[config.mk]
export PLATFORM = sky130hd
export DESIGN_NAME = duck_rom_arbiter
export DESIGN_NICKNAME = d
export VERILOG_FILES = /design/src/rtl/duck_rom_arbiter.sv
export SDC_FILE = /design/constraint.sdc
export NUM_CORES = 1
export LEC_CHECK = 0
export ABC_CLOCK_PERIOD_IN_PS = 4250
export CORE_MARGIN = 1.5
export CORE_UTILIZATION = 46
export CTS_CLUSTER_DIAMETER = 60
export DETAILED_ROUTE_END_ITERATION = 8
export HOLD_SLACK_MARGIN = 0.08
export MAX_ROUTING_LAYER = met4
export PLACE_DENSITY = 0.87
export RECOVER_POWER = 25
export REMOVE_ABC_BUFFERS = 1
export SYNTH_ARGS = -nofsm -noshare
export SYNTH_HDL_FRONTEND = slang
export SYNTH_SLANG_ARGS = --single-unit
[constraint.sdc]
create_clock -name clk -period 4.25 [get_ports clk]
set_clock_uncertainty 0.15 [all_clocks]
set_input_delay 1.275 -clock clk [delete_from_list [all_inputs] [get_ports clk]]
set_output_delay 1.275 -clock clk [all_outputs]
set_load 0.01 [all_outputs]
[src/rtl/duck_rom_arbiter.sv]
// Round-robin arbiter letting two duck drawers share one synchronous sprite ROM.
// One fetch per clock; each response returns to its requester three cycles after acceptance.
module duck_rom_arbiter #(
  parameter int          IMG_W           = 96,
  parameter int          IMG_H           = 60,
  parameter logic [11:0] TRANSPARENT_RGB = 12'hF0F
) (
  input  logic        clk,
  input  logic        rst_n,
  input  logic        req0,
  input  logic        req1,
  input  logic [6:0]  x0,
  input  logic [6:0]  x1,
  input  logic [5:0]  y0,
  input  logic [5:0]  y1,
  output logic        gnt0,
  output logic        gnt1,
  output logic        rvalid0,
  output logic        rvalid1,
  output logic [11:0] rgb0,
  output logic [11:0] rgb1,
  output logic [12:0] rom_address,
  input  logic [11:0] rom_rgb
);

  localparam logic [12:0] W13 = 13'(IMG_W);
  localparam logic [12:0] H13 = 13'(IMG_H);

  typedef struct packed {
    logic valid;
    logic id;   // 1 = requester 1
    logic oor;  // out-of-range: answer with TRANSPARENT_RGB
  } tag_t;

  logic        last_id;
  logic        accept;
  logic        sel;
  logic [12:0] sel_x;
  logic [12:0] sel_y;
  logic        in_range;
  logic [12:0] addr_calc;
  tag_t        s1;
  tag_t        s2;

  // Grants are gated by rst_n so nothing is offered while reset is held.
  assign gnt0 = rst_n & req0 & (~req1 | last_id);
  assign gnt1 = rst_n & req1 & (~req0 | ~last_id);

  assign accept    = gnt0 | gnt1;
  assign sel       = gnt1;
  assign sel_x     = {6'd0, (sel ? x1 : x0)};
  assign sel_y     = {7'd0, (sel ? y1 : y0)};
  assign in_range  = (sel_x < W13) && (sel_y < H13);
  assign addr_calc = sel_y * W13 + sel_x;

  // NOTE: state uses non-blocking assignments so every register samples pre-edge values.
  always_ff @(posedge clk or negedge rst_n) begin
    if (!rst_n) begin
      last_id     <= 1'b1;
      rom_address <= '0;
      s1          <= '0;
      s2          <= '0;
      rvalid0     <= 1'b0;
      rvalid1     <= 1'b0;
      rgb0        <= '0;
      rgb1        <= '0;
    end else begin
      if (accept) begin
        last_id     <= sel;
        rom_address <= in_range ? addr_calc : '0;
      end
      s1.valid <= accept;
      s1.id    <= sel;
      s1.oor   <= ~in_range;
      // s2 lines up with rom_rgb, which lags rom_address by one clock.
      s2       <= s1;
      rvalid0  <= s2.valid & ~s2.id;
      rvalid1  <= s2.valid &  s2.id;
      if (s2.valid && !s2.id) rgb0 <= s2.oor ? TRANSPARENT_RGB : rom_rgb;
      if (s2.valid &&  s2.id) rgb1 <= s2.oor ? TRANSPARENT_RGB : rom_rgb;
    end
  end

endmodule

==> results.md <==
* Setup ws final at 105 ps
* Total CTS buffers at 5
* Worst R2R End: rom_address[11]$_DFFE_PN0P_
* Origin of the critical flop-to-flop path: last_id$_DFFE_PN1P_
* Chip height at 75.9 um
* Placer Congestion at 0.890
* Overall power at 1.38 mW
* Die ar. at 0.00576 mm2
* FFs w/ async S/R, synth at 100%
* Setup violators final at 0
* Layout cells sized above 1 at 12.6%
* Cell area after synthesis at 0.00244 mm2
* Fmax at 0.241 GHz
* Status: completed
* Leading post-synthesis cells by cell area: dfrtp_1, nand2_1, o21ai_0
* Synth area leader: dfrtp_1
* Share of the synthesized area in the top cell type at 46.1%
* Grt ovf at 0
* Crit path arrival time at 4180 ps
* Worst-Margin Slew at 836 ps
* Hold_sp: s1[0]$_DFF_PN0_
* Post-synthesis adder-cell area fraction at 5.73%
* Clk sinks at 46
* Clock latency on the worst-skew pair at 290 ps
* DRT antenna net count at 0
* FP Rows at 26
* Primary FF master, synth: dfrtp_1
* Vias post-DR at 2,344
* CTS tree: yes
* Longest Clk Path Bufs at 2
* Tmin final at 4140 ps
* Vias in the first global route at 2,213
* Max-slew violations at 0
* Layout area overhead at 48.0%
* Starting Density at 47.8%
* Routed length per placed instance at 14.8 um
* Finished Cell Area at 0.00362 mm2
* # fillers at 391
* Max-cap violations at 0
* Rel. slew slack at 44.3%
* Critical path launch point type: input port
* GRT Total Usage at 23.7%
* # DRC at 0
* Grt met1 use at 27.7%
* P per Cell Area at 381 mW/mm2
* Via density at 5.38
* Synthesized netlist cell count at 261
* Clock slew at reported path FFs at 70 ps
* Max H-tree Level at 2
* Post-synth EDFFs at 0
* Largest family of logic cells by synthesized area: simple AND/OR/NAND/NOR gates
* Top cells by count, synth: nand2_1, dfrtp_1, o21ai_0, nor2_1, inv_1
* Most frequent cell after synthesis: nand2_1
* Pre-CTS WS at -281 ps
* RSZ-0062 raised after global routing: true
* Multiplexer share of the synthesized area at 3.02%
* Largest net degree at the start of global routing at 49
* Initial antenna violation count at 0
* GR Layer Usage met2 at 39.2%
* Hold Path Class: flip-flop to flip-flop
* Initial DRC count at 116
* First-pass GRT wire length at 9930 um
* Dpl cell area at 0.00348 mm2
* Peak fanout along the critical path at 8
* Critical path class: input port to flip-flop
* I/O pins at 83
* Maximum vdd drop at 0.185 mV
* Root Driver: clkbuf_8
* Flop-to-flop setup slack at 1000 ps
* Port Buffers at 82
* Post-synth cell types at 46
* Final worst path period share at 97.5%
* P_leak at 1.67 nW
* Final net count at 415
* Hold path depth at 0
* Seq/Total Area, Yosys at 47.2%
* Routed WL at 6450 um
* 1st-pass router iterations at 4
* Gr busiest metal: met2
* Hold EP: s2[0]$_DFF_PN0_
* M3 GR Usage at 4.76%
* Post-synthesis xor/xnor area fraction at 2.51%
* Post-Synth Simple-Gate Area at 20.5%
* Core Area at 0.00511 mm2
* DP Wirelength at 4970 um
* Synthesis Warnings at 0
* Synth Area in Compound Gates at 17.7%
* Die Width at 75.9 um
* Yosys reg bits at 46
* Crit end category: flip-flop
* Data required time of the worst path at 4280 ps
* Syn avg cell area at 9.36 um2
* Fin. Hold Viols at 0
* Worst r2r path cells at 15
-- cell usage in the layout, fill, tap and decap left out, types with 2 or more instances in the layout --
cell type / instances
buf_4: 23
nand3_1: 2
o21ai_0: 29
mux2i_1: 6
a2111oi_4: 2
inv_1: 11
clkbuf_1: 2
clkbuf_8: 6
a21o_1: 2
xor2_1: 6
ha_1: 7
nand3b_1: 3
nor3_1: 5
a22o_1: 5
nor2_1: 15
o31ai_1: 8
nor3b_2: 2
clkdlybuf4s50_1: 80
nand2b_1: 6
dfrtp_1: 45
and2_1: 2
a21oi_1: 3
nor2b_1: 2
nand2_1: 61
maj3_1: 2
-- timing repair --
| action | CTS | global route |
|---|---|---|
| resized for setup | 0 | 10 |
| setup buffers | 0 | 1 |
| hold buffers | 0 | 0 |
| setup endpoints to repair | 0 | 3 |
-- how the worst max path moves through the flow --
stage,from,end,slack (ps),cells after the start
floorplan,rst_n,rom_address[12]$_DFFE_PN0P_,270,14
global placement,req0,rom_address[11]$_DFFE_PN0P_,-80,15
detailed placement,req0,rom_address[11]$_DFFE_PN0P_,-280,15
CTS,req0,rom_address[11]$_DFFE_PN0P_,40,15
global route,req1,rom_address[11]$_DFFE_PN0P_,-70,16
finish,req0,rom_address[11]$_DFFE_PN0P_,110,16
-- area by class of cell --
type                       count  area, um2  area share (%)
antenna                        1       2.50          0.0692
clock buffer                   7       86.3            2.39
multi-input combinational    194       1240            34.4
clock inverter                 1       5.00           0.138
tap                           70       87.6            2.42
sequential                    46       1150            31.9
inverter                      12       50.0            1.38
timing repair buffer         105        990            27.4
-- sequential cells by signal, summed over array words and instances (netlist names) --
name / count
rvalid1: 1
rgb0: 12
rgb1: 12
rom_address: 13
rvalid0: 1
s2: 3
s1: 3
last_id: 1
-- kinds of logic after synthesis --
| kind of cell | count (synthesis) |
|---|---|
| xor gates and xnor gates | 7 |
| buffers and inverters | 21 |
| and+or+nand+nor | 109 |
| adders and majority gates | 11 |
| DFF | 46 |
| AOI/OAI and AO/OA | 60 |
| muxes | 7 |
-- metrics by stage --
stage / TNS (ps) / hold slack (ps) / utilization [%] / std cells
2_1_floorplan: 0 / 181 / - / 252
3_3_place_gp: -124 / 182 / 68.2 / 426
3_5_place_dp: -513 / 185 / 68.2 / 426
4_1_cts: 0 / 202 / 70.0 / 434
5_1_grt: -100 / 209 / 70.7 / 435
6_report: 0 / 201 / 70.8 / 436
-- where the power goes --
group | switching, mW | leakage (nW) | internal (mW) | total, mW
combinational | 0.248 | 1.05 | 0.287 | 0.536
clock | 0.138 | 0.0482 | 0.131 | 0.269
sequential | 0.0512 | 0.570 | 0.523 | 0.574
total | 0.437 | 1.67 | 0.942 | 1.38
-- worst max-delay path, cell delays in order --
cell and delay [ps]:
clkdlybuf4s50_1 490, nand2_2 100, nand2_8 100, clkinv_4 60
nand2_1 60, nand2_1 90, ha_1 230, ha_2 230
nor3b_2 230, nor3_1 70, nand3b_1 240, buf_4 180
a2111oi_2 320, o31ai_1 140, xor2_1 160, a22o_1 200
-- routing by layer --
| layer | vias to the layer above | wire [um] |
|---|---|---|
| met1 | 1121 | 2610 |
| met2 | 94 | 3160 |
| met3 | 22 | 484 |
| li1 | 1107 | - |
| met5 | - | 0 |
| met4 | 0 | 197 |
Note: power is estimated with default switching activity, not from simulation.
